File: src/rtl/output_dwell_pkg.sv
// rtl/output_dwell_pkg.sv - shared dwell state encoding and counter sizing helpers
package output_dwell_pkg;

    typedef enum logic [1:0] {
        OFF_DWELL = 2'd0,
        OFF_READY = 2'd1,
        ON_DWELL  = 2'd2,
        ON_READY  = 2'd3
    } dwell_state_e;

    function automatic int max2(input int a, input int b);
        return (a > b) ? a : b;
    endfunction

    // Bits needed to hold 0..max_val; never narrower than one bit.
    function automatic int cnt_width(input int max_val);
        return (max_val < 1) ? 1 : $clog2(max_val + 1);
    endfunction

endpackage

File: src/rtl/output_dwell_bit.sv
// rtl/output_dwell_bit.sv - per-bit on/off dwell FSM with registered enable output
module output_dwell_bit
    import output_dwell_pkg::*;
#(
    parameter int P_MIN_ON_CLKS  = 16,
    parameter int P_MIN_OFF_CLKS = 16,
    parameter int P_CNT_W        = 5
) (
    input  logic clk_i,
    input  logic rst_ni,
    input  logic req_i,
    input  logic grant_i,
    input  logic force_off_i,
    output logic out_o,
    output logic eligible_o
);

    // A dwell of N cycles loads N-1 so the decision lands exactly N edges later.
    localparam logic [P_CNT_W-1:0] ON_LOAD  = P_CNT_W'(P_MIN_ON_CLKS - 1);
    localparam logic [P_CNT_W-1:0] OFF_LOAD = P_CNT_W'(P_MIN_OFF_CLKS - 1);

    dwell_state_e       state_q;
    logic [P_CNT_W-1:0] cnt_q;
    logic               out_q;
    logic               dwell_done;

    assign dwell_done = (cnt_q == '0);
    assign eligible_o = !force_off_i && req_i &&
                        ((state_q == OFF_READY) || ((state_q == OFF_DWELL) && dwell_done));
    assign out_o      = out_q;

    always_ff @(posedge clk_i or negedge rst_ni) begin
        if (!rst_ni) begin
            state_q <= OFF_READY;
            cnt_q   <= '0;
            out_q   <= 1'b0;
        end else if (force_off_i) begin
            out_q <= 1'b0;
            case (state_q)
                ON_DWELL, ON_READY: begin
                    state_q <= OFF_DWELL;
                    cnt_q   <= OFF_LOAD;
                end
                OFF_DWELL: if (!dwell_done) cnt_q <= cnt_q - P_CNT_W'(1);
                default: ;
            endcase
        end else begin
            case (state_q)
                OFF_DWELL, OFF_READY: begin
                    if ((state_q == OFF_DWELL) && !dwell_done) begin
                        cnt_q <= cnt_q - P_CNT_W'(1);
                    end else if (eligible_o && grant_i) begin
                        state_q <= ON_DWELL;
                        cnt_q   <= ON_LOAD;
                        out_q   <= 1'b1;
                    end else begin
                        state_q <= OFF_READY;
                    end
                end
                ON_DWELL, ON_READY: begin
                    if ((state_q == ON_DWELL) && !dwell_done) begin
                        cnt_q <= cnt_q - P_CNT_W'(1);
                    end else if (!req_i) begin
                        state_q <= OFF_DWELL;
                        cnt_q   <= OFF_LOAD;
                        out_q   <= 1'b0;
                    end else begin
                        state_q <= ON_READY;
                    end
                end
                default: state_q <= OFF_READY;
            endcase
        end
    end

endmodule

File: src/rtl/output_dwell.sv
// rtl/output_dwell.sv - staggered, dwell-limited regulator enable conditioner
module output_dwell
    import output_dwell_pkg::*;
#(
    parameter int P_WIDTH        = 8,
    parameter int P_MIN_ON_CLKS  = 16,
    parameter int P_MIN_OFF_CLKS = 16,
    parameter int P_STAGGER_CLKS = 8
) (
    input  logic               CLOCK,
    input  logic               RESET_N,
    input  logic [P_WIDTH-1:0] DATA_IN,
    input  logic               FORCE_OFF,
    output logic [P_WIDTH-1:0] DATA_OUT,
    output logic [P_WIDTH-1:0] BUSY
);

    localparam int CNT_W       = cnt_width(max2(P_MIN_ON_CLKS, P_MIN_OFF_CLKS));
    localparam int STAG_W      = cnt_width(P_STAGGER_CLKS);
    localparam int STAG_LOAD_I = (P_STAGGER_CLKS > 0) ? P_STAGGER_CLKS - 1 : 0;
    localparam logic [STAG_W-1:0] STAG_LOAD = STAG_W'(STAG_LOAD_I);

    logic [P_WIDTH-1:0] eligible;
    logic [P_WIDTH-1:0] grant;
    logic [STAG_W-1:0]  stag_q;
    logic [STAG_W-1:0]  stag_d;

    // Lowest-index eligible bit wins; x & -x isolates the lowest set bit.
    always_comb begin
        grant = '0;
        if (!FORCE_OFF) begin
            if (P_STAGGER_CLKS == 0) begin
                grant = eligible;
            end else if (stag_q == '0) begin
                grant = eligible & (~eligible + P_WIDTH'(1));
            end
        end
    end

    always_comb begin
        stag_d = (stag_q != '0) ? stag_q - STAG_W'(1) : '0;
        if (|grant) stag_d = STAG_LOAD;
    end

    always_ff @(posedge CLOCK or negedge RESET_N) begin
        if (!RESET_N) stag_q <= '0;
        else          stag_q <= stag_d;
    end

    for (genvar i = 0; i < P_WIDTH; i++) begin : g_bit
        output_dwell_bit #(
            .P_MIN_ON_CLKS (P_MIN_ON_CLKS),
            .P_MIN_OFF_CLKS(P_MIN_OFF_CLKS),
            .P_CNT_W       (CNT_W)
        ) u_bit (
            .clk_i      (CLOCK),
            .rst_ni     (RESET_N),
            .req_i      (DATA_IN[i]),
            .grant_i    (grant[i]),
            .force_off_i(FORCE_OFF),
            .out_o      (DATA_OUT[i]),
            .eligible_o (eligible[i])
        );
    end

    assign BUSY = DATA_IN ^ DATA_OUT;

endmodule

File: config.mk
export PLATFORM = sky130hd
export DESIGN_NAME = output_dwell
export DESIGN_NICKNAME = d
export VERILOG_FILES = /design/src/rtl/output_dwell_pkg.sv /design/src/rtl/output_dwell_bit.sv /design/src/rtl/output_dwell.sv
export SDC_FILE = /design/constraint.sdc
export NUM_CORES = 1
export LEC_CHECK = 0
export ABC_CLOCK_PERIOD_IN_PS = 5350
export BUFFER_PORTS_ARGS = -buffer_cell sky130_fd_sc_hd__clkbuf_2
export CAP_MARGIN = 20
export CORE_MARGIN = 1.5
export CORE_UTILIZATION = 35
export DETAILED_ROUTE_END_ITERATION = 10
export PLACE_DENSITY_LB_ADDON = 0.12
export SLEW_MARGIN = 20
export SYNTH_ARGS = -nofsm -noshare
export SYNTH_HDL_FRONTEND = slang
export SYNTH_SLANG_ARGS = --single-unit
File: constraint.sdc
create_clock -name CLOCK -period 5.35 [get_ports CLOCK]
set_input_delay 0.2675 -clock CLOCK [delete_from_list [all_inputs] [get_ports CLOCK]]
set_output_delay 0.2675 -clock CLOCK [all_outputs]
set_load 0.05 [all_outputs]
==> summary.txt, run 1 <==
Gpl congestion = 0.763
P per Cell Area = 496 mW/mm2
Ranking of synthesized cells by area = dfrtp_1 36%, a21oi_1 5.1%, dfstp_2 5.0%, nor2_1 4.9%, ha_1 4.8%
DRT antenna net count = 0
1st-iter DRT viols = 170
Setup crit end kind = flip-flop
Max Clock Freq = 0.386 GHz
Ports = 27
HP Class = in -> async
#FFs+latches synth = 68
Core area = 0.0116 mm2
Syn Inst Count = 469
Final setup fails = 0
Die width = 113 um
Crit path max fanout = 8
Setup bufs post-CTS = 0
Status = finished, final reports clean
Pins Over Slew Limit = 0
Design Area, Final = 0.00470 mm2
Ys async rst share = 100%
Slew HR = 39.9%
Sequential element share of the synthesized area = 40.7%
Port buffer count = 26
Syn nets = 496
Worst flop-to-flop path startpoint = g_bit[0].u_bit.cnt_q[0]
Synth top cells by count = 60 x dfrtp_1, 55 x nor2_1, 43 x a21oi_1
Chip height = 113 um
R2R setup slack = 2.76 ns
# nets final = 516
Num CTS Buffers = 9
Synthesis warning total = 0
Inserted Diodes = 0
Synth cell types = 66
CTS Buffer Depth = 2
Worst EP arrival = 2.82 ns
Worst Path Class, Setup = reg -> reg
Initial antenna violation count = 0
Hold Fails Final Rpt = 0
Slowest stage delay, CP = 0.48 ns
Largest area contributor in the netlist = dfrtp_1
Starting Density = 36.3%
RSZ-0062 raised after global routing = no
CTS sink cnt = 68
H-tree levels = 3
WL per Instance = 14.4 um
Row count = 39
CP cell instances = inv_1, ha_1, or4b_4, a211o_4, nand2_8, nor2_4, a311o_1, mux2_4
Pre-CTS setup slack = 2.74 ns
Via count of the routed design = 3,454
Final min period = 2.59 ns
CP max-delay cell = or4b_4
Synth top area share = 35.7%
1st-pass router iterations = 6
P&R area growth vs syn = 11.8%
Post-CTS Resized = 0
Critical Path Stages = 8
Synth Area per Inst = 8.96 um2
DRC Markers = 0
Top FF cell, synth = dfrtp_1
Post-synth EDFFs = 0
Critical path's top delay family = compound AO/OA/AOI/OAI gates
Mapped Area = 0.00420 mm2
Total Negative Setup Slacks = 0 ns
Reg2reg end = g_bit[5].u_bit.cnt_q[1]
Count leader, synth = dfrtp_1
Placed Area = 0.00443 mm2
Clock Root Buffer = clkbuf_16
Clock Skew = 0.00453 ns
CTS tree = done
Startpoint types = flip-flop
WP buf/inv = 1
Reg clk slew, reported paths = 0.05 ns
Vias in the first global route = 3,224
Max rail drop VDD = 0.238 mV
Die footprint = 0.0127 mm2
CTS Hold Bufs = 0
Clock Latency Late Sink = 0.34 ns
Hpwl dp = 6220 um
Worst Path Required = 5.57 ns
R2R cell count = 8
Slew @ Worst Pin = 0.901 ns
Gr ovfl total = 0
First-pass GRT wire length = 15,700 um
Routed wire length = 9150 um
Layout cell share with drive strength beyond 1 = 15.4%
PnR worst setup slack = 2.76 ns
Final Cycle Share = 48.5%
Via density per instance = 5.42
Overall global routing resource usage = 15.6%
Leakage = 2.01 nW
Largest net degree at the start of global routing = 69
Filler instances = 1,150
MaxCap Viol Count = 0
[metal layers]
layer	up-vias	wire [um]	GRT usage [%]
li1	1725	-	-
met3	9	376	5.02
met2	66	4060	24.4
met5	-	0	0
met4	0	116	4.64
met1	1654	4590	20.7
[through the flow]
step                cells  power, mW  util [%]  hold WS (ns)
floorplan             469       1.57         -       -0.0281
global placement      621       1.76      38.3         0.483
detailed placement    621       1.78      38.3         0.488
CTS                   637       2.36      40.6         0.193
global route          637       2.53      40.6         0.237
finish                637       2.33      40.6         0.142
[how the worst max path moves through the flow]
stage,start,slack [ns],endpoint
final,g_bit[0].u_bit.cnt_q[0],2.76,g_bit[5].u_bit.cnt_q[1]
after global routing,g_bit[6].u_bit.cnt_q[0],2.50,g_bit[6].u_bit.cnt_q[4]
after CTS,g_bit[1].u_bit.cnt_q[0],2.74,g_bit[5].u_bit.cnt_q[1]
after detailed placement,FORCE_OFF,2.74,g_bit[5].u_bit.cnt_q[1]
after global placement,FORCE_OFF,2.77,g_bit[5].u_bit.cnt_q[1]
after floorplan,g_bit[0].u_bit.cnt_q[0],2.92,g_bit[5].u_bit.cnt_q[1]
[placed cells by master (no fill, tap or decap), types with 4 or more instances in the layout]
| cell | n |
|---|---|
| inv_1 | 30 |
| o22a_1 | 4 |
| o21ai_0 | 25 |
| o211ai_1 | 4 |
| xor2_1 | 13 |
| nor2b_1 | 4 |
| a31oi_1 | 13 |
| dfrtp_1 | 60 |
| and2_1 | 5 |
| nand2_1 | 27 |
| a21oi_1 | 43 |
| dfstp_2 | 8 |
| nand4_1 | 4 |
| xnor2_1 | 5 |
| nand3_1 | 14 |
| nor4b_1 | 5 |
| nor2_1 | 55 |
| o21ai_1 | 4 |
| o221a_2 | 4 |
| o21a_1 | 10 |
| or2_2 | 5 |
| clkbuf_2 | 25 |
| nor3_1 | 17 |
| clkbuf_16 | 9 |
| ha_1 | 16 |
| nand2b_1 | 11 |
| nand3b_1 | 7 |
[worst reg2reg max path, cell delays in order (launching register included)]
cell	delay, ns
dfrtp_1	0.40
inv_1	0.10
ha_1	0.15
or4b_4	0.48
a211o_4	0.40
nand2_8	0.12
nor2_4	0.06
a311o_1	0.46
mux2_4	0.32
[logic make-up after synthesis]
logic type | Yosys count | share of synthesized area [%]
compound gates | 142 | 22.8
xor+xnor | 18 | 3.75
fa+ha+maj | 16 | 4.76
simple gates | 173 | 22.0
mux | 3 | 0.893
buf+inv | 49 | 5.09
flops | 68 | 40.7
[registers in the layout (all words and copies together), names as in the netlist]
name	flops
g_bit.u_bit.state_q	16
g_bit.u_bit.cnt_q	40
stag_q	4
g_bit.u_bit.out_o	8
[final cells by class]
type / count / area, um2 / area share [%]
Multi-Input combinational cell: 352 / 2280 / 48.5
Sequential cell: 68 / 1710 / 36.4
Clock buffer: 14 / 264 / 5.62
Tap cell: 143 / 179 / 3.81
Timing Repair Buffer: 28 / 145 / 3.09
Inverter: 30 / 113 / 2.40
Clock inverter: 2 / 10.0 / 0.213
[where the power goes]
group | total, mW | switching [mW] | internal (mW)
Clock | 0.559 | 0.221 | 0.338
Sequential | 0.876 | 0.184 | 0.693
Combinational | 0.895 | 0.524 | 0.371
Note: power is estimated with default switching activity, not from simulation.
==> run 2: changes to the inputs <==
--- a/config.mk
+++ b/config.mk
@@ -5,7 +5,8 @@
 export SDC_FILE = /design/constraint.sdc
 export NUM_CORES = 1
 export LEC_CHECK = 0
-export ABC_CLOCK_PERIOD_IN_PS = 5350
+export ABC_AREA = 1
+export ABC_CLOCK_PERIOD_IN_PS = 2500
 export BUFFER_PORTS_ARGS = -buffer_cell sky130_fd_sc_hd__clkbuf_2
 export CAP_MARGIN = 20
 export CORE_MARGIN = 1.5
==> constraint.sdc (replaced) <==
create_clock -name CLOCK -period 2.5 [get_ports CLOCK]
set_input_delay 0.125 -clock CLOCK [delete_from_list [all_inputs] [get_ports CLOCK]]
set_output_delay 0.125 -clock CLOCK [all_outputs]
set_load 0.05 [all_outputs]
==> summary.txt, run 2 <==
Synthesis warning total = 0 (unchanged)
Clock Latency Late Sink = 0.34 ns (about the same)
Layout cell share with drive strength beyond 1 = 17.3% (+1.9 points)
Slowest stage delay, CP = 0.36 ns (-0.12 ns)
Sequential element share of the synthesized area = 37.6% (-3.1 points)
Overall global routing resource usage = 14.9% (-0.68 points)
RSZ-0062 raised after global routing = no
Reg2reg end = g_bit[0].u_bit.cnt_q[2]
R2R cell count = 12 (+4)
Clock Skew = 0.0117 ns (+0.00712 ns)
Initial antenna violation count = 0 (unchanged)
Core area = 0.0127 mm2 (+9.6%)
Num CTS Buffers = 9 (unchanged)
MaxCap Viol Count = 0 (unchanged)
Most common cell after layout, fill and taps aside = nand2_1
Hpwl dp = 6660 um (+7.1%)
Synth top area share = 33.0% (-2.7 points)
Status = finished, final reports clean
Worst Path Required = 2.72 ns (-2.85 ns)
R2R setup slack = 0.61 ns (-2.15 ns)
Worst EP arrival = 2.11 ns (-0.71 ns)
# nets final = 634 (+23%)
H-tree levels = 3 (unchanged)
Pins Over Slew Limit = 0 (unchanged)
Top FF cell, synth = dfrtp_1
Largest net degree at the start of global routing = 44 (-36%)
CTS sink cnt = 68 (unchanged)
Largest register by flop count = g_bit.u_bit.cnt_q
Total Negative Setup Slacks = 0 ns (unchanged)
Max Clock Freq = 0.529 GHz (+37%)
WL per Instance = 11.7 um (-19%)
P per Cell Area = 1170 mW/mm2 (+140%)
Crit-path most repeated cell = nand2_1
WHS Path Cells = 3
Inserted Diodes = 0 (unchanged)
Setup crit end kind = flip-flop
Die footprint = 0.0137 mm2 (+8.1%)
Final setup fails = 0 (unchanged)
Final Cycle Share = 75.7% (+27 points)
Via count of the routed design = 3,671 (+6.3%)
DRT antenna net count = 0 (unchanged)
Slew HR = 59.1% (+19 points)
CTS tree = done
#FFs+latches synth = 68 (unchanged)
Crit path max fanout = 11 (+3)
Port buffer count = 26 (unchanged)
Chip height = 117 um (+4.0%)
Synth cell types = 44 (-33%)
Ports = 27 (unchanged)
Ys async rst share = 100% (unchanged)
Row count = 41 (+5.1%)
P&R area growth vs syn = 12.9%
Util after Layout = 40.6% (-0.071 points)
Vias in the first global route = 3,485 (+8.1%)
1st-pass router iterations = 5 (-1)
Total power = 6.04 mW (+160%)
Worst Path Class, Setup = reg -> reg
Startpoint types = flip-flop
Via density per instance = 4.68 (-14%)
Final min period = 1.89 ns (-0.702 ns)
Max rail drop VDD = 0.406 mV (+70%)
Reg clk slew, reported paths = 0.06 ns (about the same)
Post-synth EDFFs = 0 (unchanged)
Gpl congestion = 0.798 (+4.6%)
Syn nets = 607 (+22%)
Die width = 117 um (+4.0%)
Slew @ Worst Pin = 0.610 ns (-0.291 ns)
Critical hold path startpoint = DATA_IN[4]
Gr ovfl total = 0 (unchanged)
Filler instances = 1,296 (+13%)
First-pass GRT wire length = 16,100 um (+2.2%)
Leakage = 2.66 nW (+32%)
Placed Area = 0.00481 mm2 (+8.7%)
Commonest cells after routing, fill and taps aside = 145 x nand2_1, 70 x inv_1, 60 x dfrtp_1
Routed wire length = 9170 um (+0.28%)
Ranking of synthesized cells by area = dfrtp_1 33%, nand2_1 12%, inv_1 5.8%, dfstp_2 4.6%, xor2_1 4.6%
Hold Fails Final Rpt = 0 (unchanged)
Largest area contributor in the netlist = dfrtp_1
Clock Root Buffer = clkbuf_16
HP Class = in -> reg
Mapped Area = 0.00455 mm2 (+8.3%)
DRC Markers = 0 (unchanged)
Worst Hold Path EP = g_bit[4].u_bit.state_q[1]
Synth Area per Inst = 7.85 um2 (-12%)
1st-iter DRT viols = 194 (+14%)
CP cell instances = inv_1, ha_1, inv_1, nor2_1, nand2_1, nand2_1, nand2_4, nor2_1, o22a_1, nand2_1, nand2_1, nand3_1
Synth top cells by count = 145 x nand2_1, 70 x inv_1, 60 x dfrtp_1
Worst flop-to-flop path startpoint = g_bit[0].u_bit.cnt_q[0]
Count leader, synth = nand2_1
CP max-delay cell = dfrtp_1
Largest register FFs = 40 (unchanged)
Design Area, Final = 0.00514 mm2 (+9.4%)
Starting Density = 35.9% (-0.42 points)
CTS Buffer Depth = 2 (unchanged)
Syn Inst Count = 580 (+24%)
==> run 2: logic make-up (layout without fill, tap and decap cells) <==
group / count (synthesis) / in the layout / synth area share, %
DFF: 68 / 68 / 37.6
buffers and inverters: 88 / 120 / 8.99
AOI/OAI and AO/OA: 75 / 75 / 10.0
xor gates and xnor gates: 31 / 31 / 5.96
adders and majority gates: 16 / 16 / 4.40
and+or+nand+nor: 302 / 302 / 33.0
==> run 2: per-stage QoR <==
stage / hold WS [ns] / setup WS, ns / cells
2_1_floorplan: -0.171 / 0.862 / 580
3_3_place_gp: 0.147 / 0.665 / 767
3_5_place_dp: 0.150 / 0.598 / 767
4_1_cts: 0.0943 / 0.592 / 784
5_1_grt: 0.103 / 0.381 / 784
6_report: 0.119 / 0.608 / 784
==> run 2: area by class of cell <==
| class | count | area [um2] | share of cell area, % |
|---|---|---|---|
| sequential | 68 | 1710 | 33.3 |
| multi-input combinational | 424 | 2430 | 47.3 |
| clock buffer | 11 | 243 | 4.72 |
| tap | 172 | 215 | 4.19 |
| timing repair buffer | 31 | 183 | 3.55 |
| inverter | 73 | 282 | 5.48 |
| clock inverter | 5 | 75.1 | 1.46 |
==> run 2: what timing repair did <==
| action | CTS | global route |
|---|---|---|
| setup buffers | 0 | 0 |
| hold buffers | 1 | 0 |
| gates resized for setup | 0 | 0 |
| hold endpoints to repair | 17 | 0 |
==> run 2: power breakdown <==
group / total [mW] / switching (mW) / internal [mW]
clock: 1.37 / 0.477 / 0.895
sequential: 1.92 / 0.350 / 1.57
combinational: 2.74 / 1.74 / 1.01
total: 6.04 / 2.56 / 3.47
==> run 2: routing by layer <==
metal  wire length [um]  vias up  track usage (%)  share of wire (%)
met4                200        0             7.47                2.2
met3                186       12             2.32                2.0
li1                   -     1920                -                  -
met2               3980       44             22.4                 43
met5                  0        -                0                  0
met1               4800     1695             20.9                 52
==> run 2: worst max-delay path by stage <==
stage	startpoint	endpoint	slack, ns	cells after the start
after floorplan	g_bit[0].u_bit.cnt_q[0]	stag_q[0]	0.86	13
after global placement	g_bit[0].u_bit.cnt_q[0]	g_bit[0].u_bit.cnt_q[2]	0.67	12
after detailed placement	g_bit[0].u_bit.cnt_q[0]	g_bit[0].u_bit.cnt_q[2]	0.60	12
after CTS	g_bit[0].u_bit.cnt_q[0]	g_bit[0].u_bit.cnt_q[2]	0.59	12
after global routing	g_bit[0].u_bit.cnt_q[0]	g_bit[0].u_bit.cnt_q[3]	0.38	11
final	g_bit[0].u_bit.cnt_q[0]	g_bit[0].u_bit.cnt_q[2]	0.61	12
==> run 2: worst max-delay path: cells and delay by family (launching register included) <==
family / cells / cell delay (ns)
adders and majority gates: 1 / 0.16
buffers and inverters: 2 / 0.15
DFF: 1 / 0.36
AOI/OAI and AO/OA: 1 / 0.33
and+or+nand+nor: 8 / 0.77
